===== src/rtl/gray_state_monitor.sv =====
// Tracks the 32-state Gray-coded sequencer: step/lap pulses, dwell/stall, sticky error flags.
// Define PARITY_CHECK_EN to compile the out_signal parity check (err_parity tied low otherwise).
module gray_state_monitor #(
  parameter int DWELL_W     = 16,
  parameter int LAP_W       = 8,
  parameter int STALL_LIMIT = 1000
) (
  input  logic               clk,
  input  logic               reset,
  input  logic [4:0]         state_in,
  input  logic               out_signal_in,
  input  logic               err_clr,
  output logic [4:0]         bin_state,
  output logic               step_pulse,
  output logic               lap_pulse,
  output logic [LAP_W-1:0]   lap_count,
  output logic [DWELL_W-1:0] dwell_count,
  output logic               stall,
  output logic               err_skip,
  output logic               err_backward,
  output logic               err_parity
);

  typedef enum logic [1:0] {PRIME, TRACK, STALLED} fsm_e;

  localparam logic [DWELL_W-1:0] STALL_LIM = DWELL_W'(STALL_LIMIT);

  fsm_e               fsm_q;
  logic [4:0]         s_q, prev_q, bin_q;
  logic               s_v_q;
  logic               step_q, lap_q, stall_q;
  logic               skip_q, bwd_q, par_err_q;
  logic [LAP_W-1:0]   lap_cnt_q;
  logic [DWELL_W-1:0] dwell_q;

  logic [4:0]         cur_d, delta_d;
  logic [DWELL_W-1:0] dwell_d;
  logic               par_mis_d;

  function automatic logic [4:0] g2b(input logic [4:0] g);
    logic [4:0] b;
    b[4] = g[4];
    for (int i = 3; i >= 0; i--) b[i] = b[i+1] ^ g[i];
    return b;
  endfunction

  always_comb begin
    cur_d   = g2b(s_q);
    delta_d = cur_d - prev_q;
    dwell_d = (&dwell_q) ? dwell_q : dwell_q + 1'b1;
  end

`ifdef PARITY_CHECK_EN
  logic par_q;
  always_ff @(posedge clk) begin
    if (!reset) par_q <= 1'b0;
    else        par_q <= out_signal_in;
  end
  // Compared against the Gray bits captured on the same edge as par_q.
  assign par_mis_d = par_q ^ (^s_q[2:0]);
`else
  logic par_unused;
  assign par_unused = out_signal_in;
  assign par_mis_d  = 1'b0;
`endif

  always_ff @(posedge clk) begin
    if (!reset) begin
      fsm_q     <= PRIME;
      s_q       <= '0;
      s_v_q     <= 1'b0;
      prev_q    <= '0;
      bin_q     <= '0;
      step_q    <= 1'b0;
      lap_q     <= 1'b0;
      stall_q   <= 1'b0;
      skip_q    <= 1'b0;
      bwd_q     <= 1'b0;
      par_err_q <= 1'b0;
      lap_cnt_q <= '0;
      dwell_q   <= '0;
    end else begin
      s_q       <= state_in;
      s_v_q     <= 1'b1;
      step_q    <= 1'b0;
      lap_q     <= 1'b0;
      // Clear first; any set below overrides so a same-cycle error wins.
      skip_q    <= skip_q & ~err_clr;
      bwd_q     <= bwd_q & ~err_clr;
      par_err_q <= par_err_q & ~err_clr;
      case (fsm_q)
        PRIME: begin
          if (s_v_q) begin
            prev_q  <= cur_d;
            bin_q   <= cur_d;
            dwell_q <= '0;
            stall_q <= 1'b0;
            fsm_q   <= TRACK;
          end
        end
        default: begin
          if (par_mis_d) par_err_q <= 1'b1;
          if (delta_d == 5'd0) begin
            dwell_q <= dwell_d;
            if (dwell_d >= STALL_LIM) begin
              fsm_q   <= STALLED;
              stall_q <= 1'b1;
            end
          end else begin
            prev_q  <= cur_d;
            bin_q   <= cur_d;
            dwell_q <= '0;
            stall_q <= 1'b0;
            fsm_q   <= TRACK;
            if (delta_d == 5'd1) begin
              step_q <= 1'b1;
              if (cur_d == 5'd0) begin
                lap_q     <= 1'b1;
                lap_cnt_q <= lap_cnt_q + 1'b1;
              end
            end else if (delta_d == 5'd31) begin
              bwd_q <= 1'b1;
            end else begin
              skip_q <= 1'b1;
            end
          end
        end
      endcase
    end
  end

  assign bin_state    = bin_q;
  assign step_pulse   = step_q;
  assign lap_pulse    = lap_q;
  assign lap_count    = lap_cnt_q;
  assign dwell_count  = dwell_q;
  assign stall        = stall_q;
  assign err_skip     = skip_q;
  assign err_backward = bwd_q;
  assign err_parity   = par_err_q;

endmodule


===== config.mk =====
export PLATFORM = sky130hd
export DESIGN_NAME = gray_state_monitor
export DESIGN_NICKNAME = d
export VERILOG_FILES = /design/src/rtl/gray_state_monitor.sv
export SDC_FILE = /design/constraint.sdc
export NUM_CORES = 1
export LEC_CHECK = 0
export BUFFER_PORTS_ARGS = -buffer_cell sky130_fd_sc_hd__buf_2
export CORE_MARGIN = 3
export CORE_UTILIZATION = 59
export CTS_CLUSTER_SIZE = 14
export DETAILED_ROUTE_END_ITERATION = 12
export PLACE_DENSITY = 0.84
export REMOVE_ABC_BUFFERS = 1
export SYNTH_ARGS = -nofsm -noshare
export SYNTH_HDL_FRONTEND = slang
export SYNTH_SLANG_ARGS = --single-unit

===== constraint.sdc =====
create_clock -name clk -period 6.33 [get_ports clk]
set_input_delay 0.9495 -clock clk [delete_from_list [all_inputs] [get_ports clk]]
set_output_delay 0.9495 -clock clk [all_outputs]
set_load 0.03 [all_outputs]

==> flow_summary_export.csv <==
group,metric,value,unit
outcome,outcome,"completed",
route,remaining_drc_errors,0,
pwr,power_density,225,nW/um^2
setup_path,rr_startpoint,"s_q[4]",
synth,syn_area,2310,um^2
setup_path,cpMaxStageDelayCell,"o22ai_1",
layout,final-seq-area,841,um^2
setup_path,start_kind,"register",
route,via_count,2177,
sta,rsz0062_at_grt,"false",
layout,area_growth,13.3,%
layout,design_area,2620,um^2
placed_design,port_buffers,42,
global_routing,grt_remaining_overflow,0,
route,initialDrtViolationCount,222,
setup_path,max_stage_delay,0.66,ns
route,wl_per_cell,14.0,um
cts,holdBufCountCts,0,
route,wl,5.10,mm
sta,holdWs,0.479,ns
placed_design,dpl_cell_area,2510,um^2
worst_hold_path,holdPathStages,2,
synth,syn-instance-count,278,
setup_path,rrSetupSlack,2.19,ns
layout,drive_gt1_share,20.0,%
setup_path,r2r_cells,16,
layout,multi_input_area,1310,um^2
floorplanning,rows,22,
setup_path,arrival,4.33,ns
synth,synthAdderAreaFrac,5.20,%
setup_path,setup.worst_path.end_class,"register",
placed_design,gp_congestion,0.907,
synth,syn_area_per_cell,8.31,um^2
synth,synth_cell_types,57,
layout,fill_cells,317,
pwr,power_leakage,1.08,nW
cts,htreeDepth,2,
cts,post_cts_buffers,0,
sta,max_freq,242,MHz
global_routing,grt_use_total,24.3,%
cts,cts_root_buffer,"clkbuf_8",
synth,synth_top_family_by_area,"simple AND/OR/NAND/NOR gates",
sta,worst_pin_slew,1.14,ns
worst_hold_path,hp-class,"register to register",
synth,muxShareOfSynthArea,1.30,%
cts,cts_max_path_buffers,2,
worst_hold_path,hold_end,"lap_count[7]",
cts,cts.sinks,42,
route,ant_nets,0,
global_routing,grt_first_pass_wirelength,8.76,mm
placed_design,hpwl,3.68,mm
synth,synthArstFlopShare,0,%
synth,ys_seq_area_share,36.4,%
synth,ys_ff_latch,42,
cts,cts_resized,0,
synth,ys_warn_count,0,
cts,insertion_delay,0.29,ns
floorplanning,initial_core_util,62.2,%
synth,ys.flop_type,"dfxtp_1",
worst_hold_path,min_from,"lap_count[7]",
setup_path,timing.critical_path.mode_cell,"inv_1",
route,drt_pre_antenna_iters,4,
floorplanning,coreArea,3720,um^2
setup_path,reg2reg_to,"fsm_q[0]",
setup_path,worstSetupPathType,"register to register",
sta,skew,0.00437,ns
layout,diodes,0,
sta,fin_crit_sh,65.4,%
global_routing,antenna_found_initial,0,
job,drv_cap,0,
global_routing,grt_max_degree,25,
global_routing,grt_pass1_vias,1940,
floorplanning,ioPinCount,44,
setup_path,cp_max_fo,11,
sta,hold_viol_final,0,
sta,final-setup-viol-count,0,
setup_path,crit_path_cell_trace,"xor2_1 > inv_1 > ha_1 > xor2_1 > inv_1 > ha_1 > inv_1 > ha_1 > inv_1 > fa_1 > xor2_1 > nor2_1 > o221ai_2 > o22ai_1 > nor2_1 > a41o_1",
sta,slew_headroom,23.3,%
placed_design,pre_cts_ws,2.19,ns
floorplanning,die_w,68.6,um
pwr,vdd_ir_drop_max,186,uV
synth,synth_compound_area_share,19.9,%
synth,synth-edff-count,0,
cts,numCtsBuffers,5,
floorplanning,die_area,4700,um^2
layout,nets,332,
setup_path,cp.required,6.52,ns
sta,min_period,4.14,ns
cts,path_clk_slew,0.08,ns
synth,synthSimpleGateAreaFrac,27.3,%
layout,layout_common_cells,"42 x dfxtp_1, 42 x buf_2, 28 x a21oi_1",
cts,cts_tree,"yes",
sta,fin_ws,2.19,ns
sta,tns,0,ns
sta,slew_viol_final,0,
synth,synth_xor_area_share,3.03,%
route,avgViaCountPerCell,6.00,
floorplanning,die_h,68.6,um
[power by group]
part           switching (mW)  leakage (nW)  internal [mW]
registers             0.00490         0.342          0.272
logic                  0.0656         0.684         0.0369
clock network          0.0922        0.0579          0.116
[cells by family after synthesis]
kind of cell,count (synthesis)
AO/OA/AOI/OAI,70
flip-flops,42
XOR/XNOR,8
buffers and inverters,35
AND/OR/NAND/NOR,111
adder cells (fa/ha/maj),9
multiplexers,3
[worst max-delay path, delay by kind of cell, from the launching register on]
family	cells	cell delay (ns)
fa+ha+maj	4	1.17
flops	1	0.41
compound gates	3	1.09
xor+xnor	3	0.87
simple gates	2	0.21
buf+inv	4	0.30
[metal layers]
layer / wire length [um] / vias to the layer above / track usage [%]
met5: 0 / - / 0
met2: 2560 / 63 / 41.4
met4: 68 / 0 / 7.20
met1: 2210 / 1025 / 30.7
li1: - / 1082 / -
met3: 266 / 7 / 5.02
[how the worst max path moves through the flow]
stage / from / endpoint / cells after the start
after floorplan: s_q[4] / dwell_count[8] / 16
after global placement: s_q[4] / fsm_q[0] / 16
after detailed placement: s_q[4] / fsm_q[0] / 16
after CTS: s_q[4] / fsm_q[0] / 16
after global routing: s_q[4] / bin_state[3] / 16
final: s_q[4] / fsm_q[0] / 16
[cell usage after synthesis, drive strengths merged (3+ instances only)]
master  count  area, um^2
a21oi      28         140
and2        9        57.6
and3        5        31.3
and4        3        27.5
buf         8        57.6
clkbuf      6        22.5
dfxtp      42         841
ha          8         100
inv        21        78.8
mux2i       3        30.0
nand2      16        60.1
nand3      18         103
nand4       9        71.3
nor2       21        78.8
nor3        9        45.0
nor4        6        52.6
o211ai      3        22.5
o21ai      11        58.8
o31ai       3        22.5
or2         4        27.5
or3         5        31.3
xnor2       3        26.3
xor2        5        43.8
[flip-flops by register name, indices dropped and copies added, names as in the netlist]
| signal | count |
|---|---|
| lap_pulse | 1 |
| dwell_count | 16 |
| s_q | 5 |
| bin_state | 5 |
| err_parity | 1 |
| s_v_q | 1 |
| step_pulse | 1 |
| lap_count | 8 |
| err_skip | 1 |
| fsm_q | 2 |
| err_backward | 1 |
[area by class of cell]
| class | instances | share of cell area (%) |
|---|---|---|
| multi-input combinational | 201 | 50.1 |
| clock inverter | 3 | 1.53 |
| sequential | 42 | 32.1 |
| inverter | 21 | 3.01 |
| clock buffer | 5 | 2.63 |
| tap | 48 | 2.29 |
| timing repair buffer | 43 | 8.32 |
[metrics by stage]
| step | instances | power [mW] | utilization [%] |
|---|---|---|---|
| floorplan | 264 | 0.359 | - |
| global placement | 355 | 0.380 | 67.5 |
| detailed placement | 355 | 0.385 | 67.5 |
| CTS | 363 | 0.593 | 70.4 |
| global route | 363 | 0.617 | 70.4 |
| finish | 363 | 0.588 | 70.4 |
Note: power is estimated with default switching activity, not from simulation.
